**config.mk**
```make
export PLATFORM = sky130hd
export DESIGN_NAME = timer
export DESIGN_NICKNAME = d
export VERILOG_FILES = /design/src/rtl/timer_pkg.sv /design/src/rtl/timer_prescaler.sv /design/src/rtl/timer.sv
export VERILOG_INCLUDE_DIRS = /design/src /design/src/rtl
export SDC_FILE = /design/constraint.sdc
export NUM_CORES = 1
export LEC_CHECK = 0
export CORE_MARGIN = 2
export CORE_UTILIZATION = 65
export CTS_BUF_LIST = sky130_fd_sc_hd__clkbuf_8
export DETAILED_ROUTE_END_ITERATION = 10
export DONT_BUFFER_PORTS = 1
export GPL_TIMING_DRIVEN = 0
export MAX_ROUTING_LAYER = met4
export PLACE_DENSITY_LB_ADDON = 0.3
export SYNTH_ARGS = -nofsm -noshare
export SYNTH_HDL_FRONTEND = slang
export SYNTH_HIERARCHICAL = 1
export SYNTH_SLANG_ARGS = --single-unit
```
**constraint.sdc**
```tcl
create_clock -name clk -period 5.4 [get_ports clk]
set_input_delay 0.27 -clock clk [delete_from_list [all_inputs] [get_ports clk]]
set_output_delay 0.27 -clock clk [all_outputs]
set_load 0.05 [all_outputs]
```
**src/rtl/timer_defs.vh**
```
// ============================================================================
//  timer_defs.vh
//  Register byte offsets and bit positions shared by RTL and firmware headers.
//  Revision: 1.0
// ============================================================================
`default_nettype none
`ifndef TIMER_DEFS_VH
`define TIMER_DEFS_VH

`define TIMER_CTRL              5'h00
`define TIMER_LOAD              5'h04
`define TIMER_VALUE             5'h08
`define TIMER_STATUS            5'h0C
`define TIMER_PRESC             5'h10

`define TIMER_CTRL_EN           0
`define TIMER_CTRL_AUTO_RELOAD  1
`define TIMER_CTRL_IRQ_EN       2
`define TIMER_STATUS_EXPIRED    0

`endif
`default_nettype wire

```
**src/rtl/timer_pkg.sv**
```systemverilog
// ============================================================================
//  timer_pkg
//  Shared types and helpers for the memory-mapped down-counting timer.
//  Revision: 1.0
// ============================================================================
`default_nettype none

package timer_pkg;

    typedef struct packed {
        logic irq_en;
        logic auto_reload;
        logic en;
    } ctrl_t;

    // Merge a bus write into an existing 32-bit word, one byte lane per strobe.
    function automatic logic [31:0] apply_wstrb(
        input logic [31:0] old_val,
        input logic [31:0] new_val,
        input logic [3:0]  wstrb
    );
        logic [31:0] merged;
        merged = old_val;
        for (int i = 0; i < 4; i++) begin
            if (wstrb[i]) begin
                merged[8*i +: 8] = new_val[8*i +: 8];
            end
        end
        return merged;
    endfunction

endpackage

`default_nettype wire

```
**src/rtl/timer_prescaler.sv**
```systemverilog
// ============================================================================
//  timer_prescaler
//  Free-running clock divider producing a one-cycle tick every PRESC+1 clocks.
//  Revision: 1.0
// ============================================================================
`default_nettype none

module timer_prescaler #(
    parameter int PRESC_WIDTH = 16
) (
    input  logic                   clk,
    input  logic                   rst_n,
    input  logic                   en,
    input  logic                   clr,
    input  logic [PRESC_WIDTH-1:0] presc,
    output logic                   tick
);

    logic [PRESC_WIDTH-1:0] r_cnt;
    logic                   w_hit;

    assign w_hit = (r_cnt == presc);
    assign tick  = en && !clr && w_hit;

    always_ff @(posedge clk or negedge rst_n) begin
        if (!rst_n) begin
            r_cnt <= '0;
        end else if (!en || clr || w_hit) begin
            r_cnt <= '0;
        end else begin
            r_cnt <= r_cnt + 1'b1;
        end
    end

endmodule

`default_nettype wire

```
**src/rtl/timer.sv**
```systemverilog
// ============================================================================
//  timer
//  Down-counting timer slave on the picorv32 native memory bus with IRQ.
//  Revision: 1.0
// ============================================================================
`include "timer_defs.vh"
`default_nettype none

module timer
    import timer_pkg::*;
#(
    parameter int          PRESC_WIDTH = 16,
    parameter logic [31:0] RESET_LOAD  = 32'h0
) (
    input  logic        clk,
    input  logic        rst_n,
    input  logic        mem_valid,
    output logic        mem_ready,
    input  logic [31:0] mem_addr,
    input  logic [31:0] mem_wdata,
    input  logic [3:0]  mem_wstrb,
    output logic [31:0] mem_rdata,
    output logic        irq
);

    logic                   r_ready;
    logic [31:0]            r_rdata;
    logic                   r_irq;
    ctrl_t                  r_ctrl;
    logic [31:0]            r_load;
    logic [31:0]            r_value;
    logic                   r_expired;
    logic [PRESC_WIDTH-1:0] r_presc;

    logic                   w_access;
    logic                   w_wr;
    logic [4:0]             w_off;
    logic                   w_wr_ctrl;
    logic                   w_wr_load;
    logic                   w_wr_value;
    logic                   w_wr_status;
    logic                   w_wr_presc;
    logic                   w_tick;
    logic                   w_expire;
    logic [31:0]            w_presc_ext;
    logic [31:0]            w_presc_new;
    logic [31:0]            w_rd_mux;
    logic                   w_unused_addr;

    // An access is accepted only when not already acknowledging, so a held
    // mem_valid never earns a second ready for the same request.
    assign w_access    = mem_valid && !r_ready;
    assign w_wr        = w_access && (mem_wstrb != 4'b0000);
    assign w_off       = {mem_addr[4:2], 2'b00};
    assign w_wr_ctrl   = w_wr && (w_off == `TIMER_CTRL);
    assign w_wr_load   = w_wr && (w_off == `TIMER_LOAD);
    assign w_wr_value  = w_wr && (w_off == `TIMER_VALUE);
    assign w_wr_status = w_wr && (w_off == `TIMER_STATUS);
    assign w_wr_presc  = w_wr && (w_off == `TIMER_PRESC);

    assign w_expire    = w_tick && (r_value == 32'h0);
    assign w_presc_ext = 32'(r_presc);
    assign w_presc_new = apply_wstrb(w_presc_ext, mem_wdata, mem_wstrb);

    assign w_unused_addr = &{1'b0, mem_addr[31:5], mem_addr[1:0]};

    timer_prescaler #(
        .PRESC_WIDTH (PRESC_WIDTH)
    ) u_prescaler (
        .clk   (clk),
        .rst_n (rst_n),
        .en    (r_ctrl.en),
        .clr   (w_wr_value),
        .presc (r_presc),
        .tick  (w_tick)
    );

    always_comb begin
        w_rd_mux = 32'h0;
        case (w_off)
            `TIMER_CTRL:   w_rd_mux = {29'h0, r_ctrl};
            `TIMER_LOAD:   w_rd_mux = r_load;
            `TIMER_VALUE:  w_rd_mux = r_value;
            `TIMER_STATUS: w_rd_mux = {31'h0, r_expired};
            `TIMER_PRESC:  w_rd_mux = w_presc_ext;
            default:       w_rd_mux = 32'h0;
        endcase
    end

    always_ff @(posedge clk or negedge rst_n) begin
        if (!rst_n) begin
            r_ready   <= 1'b0;
            r_rdata   <= 32'h0;
            r_irq     <= 1'b0;
            r_ctrl    <= '0;
            r_load    <= RESET_LOAD;
            r_value   <= RESET_LOAD;
            r_expired <= 1'b0;
            r_presc   <= '0;
        end else begin
            r_ready <= w_access;
            r_rdata <= w_access ? w_rd_mux : 32'h0;
            r_irq   <= r_expired && r_ctrl.irq_en;

            if (w_tick) begin
                if (r_value != 32'h0) begin
                    r_value <= r_value - 32'd1;
                end else if (r_ctrl.auto_reload) begin
                    r_value <= r_load;
                end else begin
                    r_ctrl.en <= 1'b0;
                end
            end

            // Later assignments below take priority over the tick effects above.
            if (w_wr_status && mem_wstrb[0] && mem_wdata[`TIMER_STATUS_EXPIRED]) begin
                r_expired <= 1'b0;
            end
            if (w_expire) begin
                r_expired <= 1'b1;
            end

            if (w_wr_ctrl && mem_wstrb[0]) begin
                r_ctrl.en          <= mem_wdata[`TIMER_CTRL_EN];
                r_ctrl.auto_reload <= mem_wdata[`TIMER_CTRL_AUTO_RELOAD];
                r_ctrl.irq_en      <= mem_wdata[`TIMER_CTRL_IRQ_EN];
            end
            if (w_wr_load) begin
                r_load <= apply_wstrb(r_load, mem_wdata, mem_wstrb);
            end
            if (w_wr_value) begin
                r_value <= apply_wstrb(r_value, mem_wdata, mem_wstrb);
            end
            if (w_wr_presc) begin
                r_presc <= w_presc_new[PRESC_WIDTH-1:0];
            end
        end
    end

    assign mem_ready = r_ready;
    assign mem_rdata = r_rdata;
    assign irq       = r_irq;

endmodule

`default_nettype wire

```
== After elaboration in Yosys (flattened, before gate mapping) ==
Index checks and enable logic that the tools add are counted.
Storage, ports and cells
  output and inout bits: 34
  bits of input ports: 71
  word-level logic and storage cells: 86
  bits in registers: 134
  memory bits (read-only): 0
  latch bits: 0
  memories kept: 0
  bits in writable memories: 0
Operators by class
  reduce and logical (&&, ||, !) cells: 38
  divide/modulo/power cells: 0
  shift-type cells: 0
  bitwise gates (word level): 0
  $add $sub $neg: 2
  muxes and demuxes: 17
  $mul: 0
  equality and inequality tests: 11
  order comparisons: 0
Operators with widths (count)
  32-bit 2-to-1 mux: 5
  32-bit case mux with 5 select lines: 1
  32-bit logical NOT: 1
  8-bit 2-to-1 mux: 4
  32-bit nonzero test: 1
  32-bit by 1-bit subtractor with 32-bit output, second input constant: 1
  16-bit by 1-bit adder with 16-bit output, second input constant: 1
  16-bit == test: 1
  16-bit 2-to-1 mux: 1
  3-bit AND reduction: 5
  1-bit logical AND: 14
  2-bit AND reduction: 6
  2-bit != test, second input constant: 4
  3-bit by 2-bit == test with 1-bit output, second input constant: 2
  1-bit 2-to-1 mux: 6
  2-bit nonzero test: 3
  5-bit logical NOT: 1
  2-bit by 1-bit != test with 1-bit output, second input constant: 2
  4-bit nonzero test: 1
  3-bit by 1-bit == test with 1-bit output, second input constant: 1
  3-bit == test, second input constant: 1
  1-bit logical NOT: 3
  3-bit nonzero test: 1
  1-bit logical OR: 2

== Depth between registers and ports, before layout ==
  depth after elaboration: 9
  gate-level depth with buffers: 14
  mapped depth without buffers: 10

== Cells and area by module ==
The synthesis kept the hierarchy.
Modules (own cells, without submodules)
  timer: instances 1, area an instance 5965.7 sq um, cells each 619, sequential area each 2952.8 sq um
  timer_prescaler: instances 1, area an instance 1002.2 sq um, cells each 101, sequential area each 400.4 sq um

== Least setup slack after synthesis ==
OpenSTA, ideal clock, no wires.
  path kind: input to register
  from: in mem_addr[4]
  to: reg r_value[2]
  slack: 2057 ps
  library setup time: 119 ps
  stages: 13
  buffers on the path: 5
  data arrival time: 3225 ps
  data required time: 5281 ps
  cell sequence: clkbuf_1 nor3b_1 nand3_1 clkinv_1 clkbuf_1 clkbuf_1 nand2b_1 buf_1 nor2b_1 nand2_1 o21ai_1 clkbuf_1 o21a_1
On the way
  longest elaborated chain between the ends: 7
  elaborated cells between the ends (all ways): 10
  classes of those cells: eq/ne: 2; mux: 1; reduce/logical: 7
Ends and longest elaborated chain
  from (decl): RTL line timer.sv:19  | input logic [31:0] mem_addr,
  3-bit by 2-bit == test with 1-bit output
  1-bit logical AND: RTL line timer.sv:57  | assign w_wr_value = w_wr && (w_off == `TIMER_VALUE);
  via w_wr_value: RTL line timer.sv:40  | logic w_wr_value;
  1-bit logical NOT: RTL line timer_prescaler.sv:23  | assign tick = en && !clr && w_hit;
  1-bit logical AND (2 in series): RTL line timer_prescaler.sv:23
  via w_tick: RTL line timer.sv:43  | logic w_tick;
  2-bit nonzero test (no line)
  3-bit AND reduction (no line)
  to (signal assigned): RTL line timer.sv:107  | r_value <= r_value - 32'd1;
  to (signal assigned): RTL line timer.sv:109  | r_value <= r_load;
  to (signal assigned): RTL line timer.sv:132  | r_value <= apply_wstrb(r_value, mem_wdata, mem_wstrb);
  to (decl): RTL line timer.sv:31  | logic [31:0] r_value;
The timed path passes the listed nets, and every way through them passes these cells.
A chain may end at the register's enable or synchronous reset.

== Final worst setup path ==
  from: reg r_ready (netlist: mem_ready)
  to: reg r_value[14]
On the way
  longest elaborated chain between the ends: 9
  elaborated cells between the ends (all ways): 12
  classes of those cells: eq/ne: 1; mux: 1; reduce/logical: 10
Ends and longest elaborated chain
  from (decl): RTL line timer.sv:26  | logic r_ready;
  from (signal assigned): RTL line timer.sv:101  | r_ready <= w_access;
  1-bit logical NOT: RTL line timer.sv:52  | assign w_access = mem_valid && !r_ready;
  1-bit logical AND: RTL line timer.sv:52
  1-bit logical AND: RTL line timer.sv:53  | assign w_wr = w_access && (mem_wstrb != 4'b0000);
  1-bit logical AND: RTL line timer.sv:57
  via w_wr_value: RTL line timer.sv:40
  1-bit logical NOT: RTL line timer_prescaler.sv:23
  1-bit logical AND (2 in series): RTL line timer_prescaler.sv:23
  via w_tick: RTL line timer.sv:43
  2-bit nonzero test (no line)
  3-bit AND reduction (no line)
The timed path passes the listed nets, and every way through them passes these cells.

==> summary.txt <==
GRT
  – Number of global-route vias before repair: 6214
  – Largest net degree at the start of global routing: 135
  – All-Layer GR Usage: 37.5%
  – First-pass GRT wire length: 32000 µm
  – GRT overflow: 0
  – Antenna violations before repair: 0

Yosys
  – FFs w/ async S/R, synth: 100%
  – Number of synthesized flops with an enable pin: 0
  – Compound-gate portion of the synthesized area: 14.6%
  – Post-synth cell types: 58
  – Synth Flop Type: dfrtp_1
  – Post-Syn Area: 0.00697 mm²
  – Adder-cell share of the synthesized area: 0.539%
  – Synthesized Nets: 794
  – Syn Inst Count: 720
  – YS warnings: 6
  – XOR/XNOR Fraction of Synth Area: 5.03%
  – Post-synthesis mux area share: 8.66%
  – Main combinational cell family by area after synthesis: simple AND/OR/NAND/NOR gates
  – Syn Area/Cell: 9.68 µm²
  – Number of synthesized register bits: 134
  – Simple-gate share of the synthesized area: 19.7%
  – Register area share after synthesis: 48.1%

Worst hold path
  – Worst min-delay path category: input port to register

Power
  – Clock share of power: 29.8%
  – Pint: 1960 µW
  – Peak VDD IR: 0.217 mV
  – Gate power share: 22.8%
  – Lkg Pwr: 0.00327 µW
  – Power per cell area: 373 mW/mm²
  – Switch Pwr: 988 µW
  – Reg power frac: 47.4%
  – Switching share of power: 33.5%

Clock tree
  – H-Tree Level Count: 4
  – Reg clk slew, reported paths: 0.08 ns
  – Clock sinks: 134
  – Resized cells post-CTS: 0
  – Clk Latency, worst-skew pair: 0.45 ns
  – TritonCTS Buffers: 17
  – Clock root cell: clkbuf_8
  – CTS Buffer Depth: 2
  – CTS tree: built

Cells and area
  – Final core occ: 76.3%
  – Post-route cell area: 0.00791 mm²
  – Most common cell after layout, fill and taps aside: dfrtp_1
  – Share of cells above drive strength 1: 12.4%
  – Ant. Diodes: 0
  – Area Overhead vs Synth: 13.5%
  – Fillers: 715
  – Most frequent cells in the layout: 134 x dfrtp_1, 93 x nor2_1, 64 x nand2_1
  – Post-layout net count: 846

Timing
  – Slew HR: 12.7%
  – Actual slew at the worst max-slew pin: 1.30 ns
  – Setup tns final: 0 ns
  – Hold WS: 0.0129 ns
  – Slew Limit Fails: 0
  – Hold Vio Cnt, Final: 0
  – Max Freq: 209 MHz
  – Final period utilization: 88.6%
  – Clk_skew: 0.0157 ns
  – RSZ-0062 raised after global routing: false
  – Setup violations, final: 0
  – Final min period: 4.78 ns

Route
  – DRC errors left: 0
  – Vias: 6282
  – Drt wl/cell: 22.0 µm
  – Drt first pass iters: 6
  – Antenna Nets Post-Route: 0
  – DR iter-0 viols: 727
  – Routed WL: 20300 µm
  – Mean number of vias per cell: 6.83

Status
  – Status: completed

Worst setup path
  – CP max FO: 10
  – Crit path required time: 5.76 ns
  – Critical path class: register to register
  – CP Launch Type: register
  – Critical Path AT: 5.15 ns
  – Element type at the critical path end: register

Floorplanning
  – Io pins: 105
  – Initial Util: 67.2%
  – Die X-Extent: 108 µm
  – Rows: 37
  – Core area: 0.0104 mm²
  – Die H: 108 µm
  – DIE AREA: 0.0116 mm²

Place
  – Post-detail-place hpwl: 13300 µm
  – IO buf count: 0
  – Post-DP Area: 0.00714 mm²
  – Gp weighted congestion: 0.938

Run
  – MaxCap Viol Count: 0
Yosys cell counts (4+ instances only):
cell      count  area (µm²)
dfrtp_1     134        3350
nor2_1       93         349
nand2_1      64         240
mux2_2       48         541
clkbuf_1     34         128
nor3_1       33         165
a22oi_1      30         225
xnor2_1      28         245
a21oi_1      27         135
nand3_1      23         115
a31oi_1      22         138
o21ai_0      18        90.1
nand4_1      15        93.8
inv_1        12        45.0
nor4_1       12        75.1
o211ai_1     12        90.1
xor2_1       12         105
o21a_1        7        52.6
a211o_1       6        52.6
buf_2         6        30.0
and2_1        5        31.3
o311ai_0      5        43.8
a32oi_1       4        35.0
and3_1        4        25.0
mux2i_1       4        40.0
o21ai_1       4        20.0
o31ai_1       4        30.0
or4_1         4        30.0
metrics by stage:
stage / worst slack (ns) / instances / total power [µW]
4_1_cts: 0.828 / 920 / 2920
6_report: 0.617 / 920 / 2950
3_3_place_gp: -0.0613 / 856 / 1970
3_5_place_dp: 0.566 / 856 / 2010
2_1_floorplan: 2.06 / 720 / 1840
5_1_grt: 0.343 / 920 / 3070
power groups by stage:
| stage | Sequential, µW | Combinational, µW | Clock [µW] |
|---|---|---|---|
| after global routing | 1420 | 736 | 920 |
| final | 1400 | 671 | 879 |
| after detailed placement | 1400 | 603 | 0 |
| after CTS | 1390 | 655 | 879 |
| after floorplan | 1350 | 491 | 0 |
| after global placement | 1390 | 576 | 0 |
cell families (layout without fill, tap and decap cells):
group | after synthesis | after routing
AOI/OAI and AO/OA | 151 | 151
DFF | 134 | 134
adders and majority gates | 3 | 3
xor gates and xnor gates | 40 | 40
buffers and inverters | 58 | 122
muxes | 53 | 53
and+or+nand+nor | 281 | 281
layer usage:
layer | wire (µm) | part of all wire [%] | track usage (%)
met5 | 0 | 0 | -
met4 | 552 | 2.7 | 15.3
met3 | 1980 | 9.8 | 10.8
met2 | 9590 | 47 | 55.2
met1 | 8140 | 40 | 49.3
path summary, 6_finish.rpt:
check	endpoint	cells after the start	slack (ns)	from
hold / removal	r_presc[0]$_DFFE_PN0P_	2	0.01	mem_wdata[0]
setup / recovery	r_value[14]$_DFFE_PN0P_	14	0.62	mem_ready$_DFF_PN0_
max in group asynchronous	r_value[22]$_DFFE_PN0P_	2	4.41	rst_n
setup reg to reg	r_value[14]$_DFFE_PN0P_	14	0.62	mem_ready$_DFF_PN0_
min in group asynchronous	mem_rdata[0]$_DFF_PN0_	2	0.44	rst_n
hold reg to reg	irq$_DFF_PN0_	1	0.52	r_ctrl[2]$_DFFE_PN0P_
sequential cells by signal (all words and copies together), names as in the netlist:
name	flops
r_presc	16
r_value	32
r_expired	1
mem_rdata	32
r_load	32
r_ctrl	3
mem_ready	1
irq	1
u_prescaler/r_cnt	16
final cells by class:
class,instances,area [µm²],share of cell area [%]
multi-input cells,528,3390,42.8
inverters,13,48.8,0.617
plain buffers,45,185,2.34
clock inverters,12,155,1.96
well taps,136,170,2.15
clock buffers,19,262,3.31
flip-flops and latches,134,3350,42.4
repair buffers,33,348,4.40
worst max-delay path: stages (launching register included):
cell,delay (ns)
dfrtp_1,0.63
nand2b_1,0.26
inv_1,0.09
nand3_1,0.26
clkinv_1,0.31
clkbuf_1,0.37
clkbuf_1,0.44
nand2b_1,0.26
buf_1,0.22
nor2b_1,0.29
nand2_1,0.23
o21ai_1,0.62
clkbuf_1,0.46
nor2_1,0.08
a31oi_1,0.16
repair_timing:
action / 4_1_cts / 5_1_grt
setup buffers: 0 / 0
hold buffers: 33 / 0
endpoints found under the hold margin: 202 / 0
Power figures use the tool's default switching activity.
